<file path="config.mk">
export PLATFORM = sky130hd
export DESIGN_NAME = bcd_convert_ctrl
export DESIGN_NICKNAME = d
export VERILOG_FILES = /design/src/rtl/bcd_convert_ctrl.sv
export SDC_FILE = /design/constraint.sdc
export NUM_CORES = 1
export LEC_CHECK = 0
export CAP_MARGIN = 5
export CORE_ASPECT_RATIO = 2
export CORE_MARGIN = 3
export CORE_UTILIZATION = 40
export DETAILED_ROUTE_END_ITERATION = 12
export PLACE_DENSITY_LB_ADDON = 0.3
export SETUP_SLACK_MARGIN = 0.02
export SLEW_MARGIN = 20
export SYNTH_ARGS = -nofsm -noshare
export SYNTH_HDL_FRONTEND = slang
export SYNTH_SLANG_ARGS = --single-unit
</file>
<file path="constraint.sdc">
create_clock -name clk -period 2.3 [get_ports clk]
set_clock_uncertainty 0.2 [all_clocks]
set_input_delay 0.575 -clock clk [delete_from_list [all_inputs] [get_ports clk]]
set_output_delay 0.575 -clock clk [all_outputs]
set_load 0.02 [all_outputs]
</file>
<file path="src/rtl/bcd_convert_ctrl.sv">
// bcd_convert_ctrl: sequential binary-to-BCD converter (shift-add-3, one bit
// per clock) with a valid/ready handshake on the input and on the output.
//
// Handshakes: a transfer happens on a rising edge where valid && ready are
// both high. in_ready, out_valid and busy come from registered state only.
// in_ready is additionally held low while reset is asserted. in_valid is
// ignored outside IDLE, and out_ready is ignored outside DONE.
module bcd_convert_ctrl #(
  parameter int BIN    = 8,
  parameter int DIGITS = 3
) (
  input  logic                  clk,
  input  logic                  reset,
  input  logic                  in_valid,
  output logic                  in_ready,
  input  logic [BIN-1:0]        binary,
  output logic                  out_valid,
  input  logic                  out_ready,
  output logic [4*DIGITS-1:0]   BCD,
  output logic                  busy,
  output logic [1:0]            dbg_state
);

  localparam int CW = $clog2(BIN);
  localparam int DW = 4 * DIGITS;

  typedef enum logic [1:0] {
    S_IDLE  = 2'd0,
    S_SHIFT = 2'd1,
    S_DONE  = 2'd2
  } state_t;

  state_t          state_q;
  state_t          state_d;
  logic [CW-1:0]   cnt_q;
  logic [BIN-1:0]  sreg_q;
  logic [DW-1:0]   dig_q;
  logic [DW-1:0]   bcd_q;
  logic [DW-1:0]   adj;
  logic [DW-1:0]   shifted;
  logic            accept;

  assign in_ready  = reset && (state_q == S_IDLE);
  assign out_valid = (state_q == S_DONE);
  assign busy      = (state_q == S_SHIFT);
  assign BCD       = bcd_q;
  assign dbg_state = state_q;
  assign accept    = in_valid && in_ready;

  // Add-3 on every digit >= 5 (from pre-shift values), then shift one bit in.
  always_comb begin
    adj = dig_q;
    for (int d = 0; d < DIGITS; d++) begin
      if (dig_q[4*d +: 4] >= 4'd5) begin
        adj[4*d +: 4] = dig_q[4*d +: 4] + 4'd3;
      end
    end
    shifted = {adj[DW-2:0], sreg_q[BIN-1]};
  end

  // State register.
  always_ff @(posedge clk or negedge reset) begin
    if (!reset) begin
      state_q <= S_IDLE;
    end else begin
      state_q <= state_d;
    end
  end

  // Next-state decode.
  always_comb begin
    state_d = state_q;
    case (state_q)
      S_IDLE:  if (accept) state_d = S_SHIFT;
      S_SHIFT: if (cnt_q == '0) state_d = S_DONE;
      S_DONE:  if (out_ready) state_d = S_IDLE;
      default: state_d = S_IDLE;
    endcase
  end

  // Datapath: load on accept, shift while converting, publish on last shift.
  always_ff @(posedge clk or negedge reset) begin
    if (!reset) begin
      cnt_q  <= '0;
      sreg_q <= '0;
      dig_q  <= '0;
      bcd_q  <= '0;
    end else begin
      case (state_q)
        S_IDLE: begin
          if (accept) begin
            sreg_q <= binary;
            dig_q  <= '0;
            cnt_q  <= CW'(BIN - 1);
          end
        end
        S_SHIFT: begin
          dig_q  <= shifted;
          sreg_q <= {sreg_q[BIN-2:0], 1'b0};
          if (cnt_q != '0) begin
            cnt_q <= cnt_q - CW'(1);
          end else begin
            bcd_q <= shifted;
          end
        end
        default: begin
        end
      endcase
    end
  end

endmodule

</file>
# After elaboration in Yosys (flattened, before gate mapping)
# Cells that the tools add are included.
[classes]
order_cmp = 3
muxes = 14
add_sub_neg = 4
reduce_logical = 10
n_eq_ne = 6
bitwise_logic = 1
[ops]
columns = ["cell", "n"]
rows = [
  ["$pmux 12 s2", 1],
  ["$pmux 8 s2", 1],
  ["$ge 4x3->1 const B", 3],
  ["$mux 12", 1],
  ["$mux 3", 3],
  ["$add 4x2->4 const B", 2],
  ["$mux 4", 2],
  ["$mux 8", 1],
  ["$mux 2", 3],
  ["$ne 2x1->1 const B", 3],
  ["$pmux 2 s3", 1],
  ["$pmux 3 s2", 1],
  ["$reduce_and 3->1", 2],
  ["$reduce_and 2->1", 2],
  ["$add 3x2->3 const B", 1],
  ["$logic_not 3->1", 1],
  ["$reduce_bool 3->1", 1],
  ["$sub 3x1->3 const B", 1],
  ["$eq 2x1->1 const B", 1],
  ["$eq 2x2->1 const B", 1],
  ["$logic_and 1x1->1", 2],
  ["$logic_not 2->1", 1],
  ["$ne 2x2->1 const B", 1],
  ["$reduce_bool 2->1", 1],
  ["$not 1->1", 1],
]
[word_totals]
register_bits = 37
inputBits = 12
output_inout_bits = 17

# Longest topological paths before layout
# Gate-level depths: netlist (run 1).
[logic_depth]
ltp_word = 5
depth_mapped = 8
depth_no_buf = 6

# Least setup slack after synthesis (run 1)
# Ideal clock, no wire load.
[synth_path]
path_kind = "reg2out"
from = "reg state_q[1], in the netlist dbg_state[1]"
to = "out busy"
required_ns = 1.525
arrival_ns = 1.165
stages_incl_launch_ff = 6
setup_slack_ns = 0.360
cell_sequence = "dfrtp_1 -> nand2b_1 -> buf_4 -> inv_2 -> buf_6 -> buf_6"
[synth_between]
elab_chain_len = 1
[synth_lines]
columns = ["element", "line", "source"]
rows = [
  ["start, declared", "33", "state_t state_q;"],
  ["start signal, assigned", "66", "state_q <= state_d;"],
  ["$eq 2x1->1", "45", "assign busy = (state_q == S_SHIFT);"],
  ["end, declared", "20", "output logic busy,"],
]
# No other way between the ends.

# Worst setup path in the final report (run 1)
[layout_path]
from = "reg state_q[0], in the netlist dbg_state[0]"
to = "out dbg_state[0]"
[layout_rtl]
columns = ["element", "line", "source"]
rows = [
  ["end, declared", "21", "output logic [1:0] dbg_state"],
]
# No word-level cell between the ends.

==> impl_metrics.ini, run 1 <==
[outcome]
status = finished, final reports clean

[global_routing]
grt.total_usage = 0.163
grt_overflow = 0
grt_pass1_wl_microns = 6380
grt_max_degree = 25
grt_pass1_vias = 1396
antenna_found_initial = 0

[logic_synthesis]
synth-async-reset-ratio = 1.00
ys_seq_area_frac = 0.510
yosysTopAreaCell = dfrtp_1
synth-edff-count = 0
ys_top_cells_by_area = dfrtp_1 51%, ha_1 5.5%, nand2_1 5.2%, mux2_4 5.0%, a22o_1 2.9%
ys.flop_type = dfrtp_1
synth-seq-cells = 37
yosys_warnings = 0
synth_top_family_by_area = simple AND/OR/NAND/NOR gates
yosys.area_share.simple = 0.150
synthAdderAreaFrac = 0.0551
synth_xor_area_frac = 0.0145
synth_compound_area_frac = 0.134
synth.most_common_cell = dfrtp_1
syn-cell-area_sq_um = 1820
synth_commonest_cells = 37 x dfrtp_1, 25 x nand2_1, 10 x inv_1, 10 x o21ai_0, 9 x a21oi_1
synth_nets = 191
avgSynthCellArea_sq_um = 10.6
synthMuxAreaShare = 0.0779
netlist.area_leader.share = 0.510
synth.distinct_cells = 30
syn_inst = 171

[worst_setup_path]
rr_endpoint = BCD[0]
cp_cell_sequence = clkdlybuf4s50_1
slowest_delay_ps = 650
crit_arrival_ps = 1380
crit_type = register to output pin
cp.depth = 1
cp-end-kind = output pin
r2r_setup_slack_ps = 290
r2r_start = dbg_state[1]
ff2ff_path_depth = 5
crit_family = buffers and inverters
slowest_stage = clkdlybuf4s50_1
crit_end = dbg_state[0]
critical_path.max_fanout = 7
startpoint_type = register
critPathLaunch = dbg_state[0]
cp.required_ps = 1520
path_buf_inv = 1

[cells_and_area]
drive_above_1_share = 0.130
fillers = 418
instances_no_fill = 262
syn_to_final_growth_pct = 25.0
antennaDiodeCount = 0
final_nets = 227

[placed_design]
gp_congestion = 0.778
portBuffers = 28
dp_cells = 254
dp_hpwl_microns = 2710

[pwr]
powerDensity_nw_per_um2 = 1410
clkPwrFrac = 0.185
p_int_uw = 1980
leakage_uw = 0.00107
p_comb_frac = 0.465
seqPwrFrac = 0.350
switching_power_uw = 1230
vdd_drop_max_v = 0.000858
switching_share = 0.383

[route]
post_drt_wl_per_cell_microns = 14.0
drt_wl_total_microns = 3670
drtPass1Iterations = 4
drc = 0
vias_per_cell = 5.16
drtIter0Drc = 11
via_count = 1353
ant_nets = 0

[timing]
setup_violations = 0
tns_ps = 0
timing.final.crit_share = 0.937
hold_viol_final = 0
hold_slack_ps = 79.6
fmax_mhz = 464
worst_pin_slew_ps = 412
slew_violations = 0
slew_headroom = 0.725
rsz0062_at_grt = no
period_minus_slack_ps = 2150

[clocking]
clk_pin_slew_ps = 80
cts.sinks = 37
clockBufferDepth = 2
postCtsHoldBufs = 0
cts_made_buffers = 5
root_buffer = clkbuf_8
cts_tree = built
insertion_delay_ps = 290
htree_levels = 2

[floorplanning]
design.core.area_sq_um = 4380
initial_utilization = 0.414
io_pins = 29
die_w_microns = 53.6
core.rowCount = 34
dieArea_sq_um = 5430
die_h_microns = 101

[job]
cap_viol_max_count = 0

[worst_hold_path]
hp-class = input port to asynchronous set/reset pin
state kept, by name (all words and copies together) (netlist names):
name and flops:
dbg_state 2, cnt_q 3, dig_q 12, sreg_q 8, BCD 12
worst min-delay path by stage:
stage | from | end | slack (ps) | cells past startpoint
floorplan | reset | BCD[0] | 80 | 0
global placement | sreg_q[1] | sreg_q[1] | 260 | 2
global route | reset | BCD[4] | 110 | 2
finish | reset | sreg_q[0] | 80 | 2
detailed placement | sreg_q[4] | sreg_q[4] | 270 | 2
CTS | reset | sreg_q[0] | 100 | 2
metrics by stage:
stage	power (uW)	instance area, sq um	utilization	setup WS (ps)
floorplan	2170	1820	-	360
global placement	2600	2150	0.491	129
detailed placement	2660	2150	0.491	124
CTS	3250	2270	0.518	138
global route	3460	2270	0.518	89.0
finish	3200	2270	0.518	146
repair_timing:
item / 4_1_cts / 5_1_grt
resized for setup: 3 / 0
setup endpoints to repair: 3 / 0
endpoints found under the hold margin: 0 / 0
buffers inserted: 0 / 0
cells in the final DEF (no fill, tap or decap), types with 6 or more instances in the layout:
| cell type | synthesis | routed |
|---|---|---|
| inv_1 | 10 | 10 |
| nand2_1 | 25 | 25 |
| clkdlybuf4s50_1 | 0 | 24 |
| a22o_1 | 6 | 6 |
| o21ai_0 | 10 | 10 |
| buf_4 | 2 | 8 |
| nor3_1 | 6 | 6 |
| dfrtp_1 | 37 | 37 |
| mux2_4 | 6 | 6 |
| o21ai_1 | 6 | 6 |
| clkbuf_8 | 0 | 6 |
| ha_1 | 8 | 8 |
| a21oi_1 | 9 | 9 |
cells by family (layout without fill, tap and decap cells):
group                      after synthesis  in the layout
and+or+nand+nor                         54             54
xor gates and xnor gates                 3              3
AOI/OAI and AO/OA                       40             40
adders and majority gates                8              8
buffers and inverters                   18             55
DFF                                     37             37
muxes                                   11             11
layer usage:
layer,track usage,up-vias,share of wire,wire length [microns]
met5,0,-,0,0
met4,0.0827,0,0.025,90
met3,0.0309,6,0.029,108
met2,0.301,24,0.57,2100
met1,0.163,664,0.37,1360
li1,-,659,-,-
power groups by stage:
stage,logic [uW],registers [uW],clock network [uW]
6_report,1490,1120,594
4_1_cts,1520,1120,611
3_3_place_gp,1480,1130,0
5_1_grt,1670,1160,636
3_5_place_dp,1520,1130,0
2_1_floorplan,981,1190,0
layout make-up:
| type | instances | area [sq um] | area share |
|---|---|---|---|
| inverters | 11 | 41.3 | 0.0182 |
| well taps | 54 | 67.6 | 0.0298 |
| flip-flops and latches | 37 | 926 | 0.408 |
| clock inverters | 2 | 37.5 | 0.0165 |
| multi-input cells | 116 | 783 | 0.345 |
| clock buffers | 6 | 82.6 | 0.0364 |
| repair buffers | 36 | 332 | 0.146 |
Power figures use the tool's default switching activity.
==> run 2, diff against run 1 <==
--- a/config.mk
+++ b/config.mk
@@ -10,6 +10,7 @@
 export CORE_MARGIN = 3
 export CORE_UTILIZATION = 40
 export DETAILED_ROUTE_END_ITERATION = 12
+export HOLD_SLACK_MARGIN = 0.15
 export PLACE_DENSITY_LB_ADDON = 0.3
 export SETUP_SLACK_MARGIN = 0.02
 export SLEW_MARGIN = 20
==> run 2 against run 1 <==
Non-clock buffer count rose by 1. Sequential share of layout area fell by 0.090 points. Clock power barely moved. Wire length rose by 2.3%. Combinational power barely moved. Fmax barely moved. Utilization rose by 0.11 points. Critical path type unchanged. Largest cell class unchanged. Largest power group unchanged.
==> impl_metrics.ini, run 2 (synthesis results as in run 1) <==
[timing]
slew_headroom = 0.662
layout_setup_ws_ps = 147
slew_violations = 0
period_minus_slack_ps = 2150
setup_violations = 0
hold_slack_ps = 193
worst_pin_slew_ps = 506
fmax_mhz = 465
tns_ps = 0
rsz0062_at_grt = no
hold_viol_final = 0
timing.final.crit_share = 0.936

[pwr]
leakage_uw = 0.00108
powerDensity_nw_per_um2 = 1410
vdd_drop_max_v = 0.000859

[route]
drtPass1Iterations = 4
drtIter0Drc = 10
post_drt_wl_per_cell_microns = 14.3
drc = 0
via_count = 1360
drt_wl_total_microns = 3750
vias_per_cell = 5.17
ant_nets = 0

[placed_design]
dp_hpwl_microns = 2710
place_ws_ps = 124
portBuffers = 28
gp_congestion = 0.778

[global_routing]
grt_max_degree = 22
grt.total_usage = 0.165
grt_overflow = 0
antenna_found_initial = 0
grt_pass1_vias = 1408
grt_pass1_wl_microns = 6450

[outcome]
status = finished, final reports clean

[cells_and_area]
drive_above_1_share = 0.134
antennaDiodeCount = 0
multi_input_area_sq_um = 783
final_nets = 228
final_cell_mix = 37 x dfrtp_1, 25 x nand2_1, 24 x clkdlybuf4s50_1
fillers = 419
layout_commonest_cell = dfrtp_1
register_area_sq_um = 926
syn_to_final_growth_pct = 25.3

[job]
cap_viol_max_count = 0

[worst_hold_path]
hp-class = input port to asynchronous set/reset pin

[clocking]
cts_setup_buffers = 0
cts.sinks = 37
cts_made_buffers = 5
insertion_delay_ps = 290
clk_pin_slew_ps = 80
root_buffer = clkbuf_8
clockBufferDepth = 2
cts_tree = built
htree_levels = 2

[floorplanning]
core.rowCount = 34
die_w_microns = 53.6
dieArea_sq_um = 5430
die_h_microns = 101
io_pins = 29
initial_utilization = 0.414
design.core.area_sq_um = 4380

[worst_setup_path]
r2r_setup_slack_ps = 290
critical_path.max_fanout = 7
rr_endpoint = BCD[0]
ff2ff_path_depth = 5
path_buf_inv = 1
crit_type = register to output pin
crit_end = dbg_state[0]
cp.depth = 1
slowest_delay_ps = 650
r2r_start = dbg_state[1]
cp-end-kind = output pin
crit_arrival_ps = 1380
slowest_stage = clkdlybuf4s50_1
critPathLaunch = dbg_state[0]
crit_family = buffers and inverters
cp_cell_sequence = clkdlybuf4s50_1
cp.required_ps = 1520
startpoint_type = register
-- run 2: how the worst min path moves through the flow --
stage	endpoint	cells past startpoint
floorplan	BCD[0]	0
global placement	sreg_q[1]	2
detailed placement	sreg_q[4]	2
CTS	dig_q[6]	3
global route	dig_q[3]	3
finish	dig_q[6]	3
-- run 2: final cells by class --
cell class / count / area share
clock buffer: 6 / 0.0363
tap: 54 / 0.0297
sequential: 37 / 0.407
multi-input combinational: 116 / 0.344
timing repair buffer: 37 / 0.148
inverter: 11 / 0.0182
clock inverter: 2 / 0.0165
-- run 2: power by group --
group | internal [uW] | switching, uW | leakage, uW
clock network | 353 | 242 | 0.0000574
registers | 916 | 205 | 0.000470
logic | 708 | 785 | 0.000551
-- run 2: per-layer routing --
| metal | track usage | vias up | routed length, microns |
|---|---|---|---|
| met5 | 0 | - | 0 |
| met4 | 0.0827 | 0 | 90 |
| li1 | - | 663 | - |
| met1 | 0.162 | 667 | 1410 |
| met2 | 0.309 | 24 | 2140 |
| met3 | 0.0309 | 6 | 108 |
-- run 2: what timing repair did --
| action | CTS | global route |
|---|---|---|
| hold endpoints to repair | 21 | 0 |
| resized for setup | 3 | 0 |
| hold buffers | 1 | 0 |
| setup endpoints to repair | 3 | 0 |
-- run 2: worst register-to-register path, stage by stage (launching register included) --
cell and delay (ps):
dfrtp_1 430, nand2b_1 210, buf_4 170, or3_1 330
buf_4 220, mux2_4 320
-- run 2: metrics by stage --
stage / cell area [sq um] / instances / total power (uW) / util
2_1_floorplan: 1820 / 171 / 2170 / -
3_3_place_gp: 2150 / 254 / 2600 / 0.491
3_5_place_dp: 2150 / 254 / 2660 / 0.491
4_1_cts: 2280 / 263 / 3250 / 0.520
5_1_grt: 2270 / 263 / 3470 / 0.519
6_report: 2270 / 263 / 3210 / 0.519
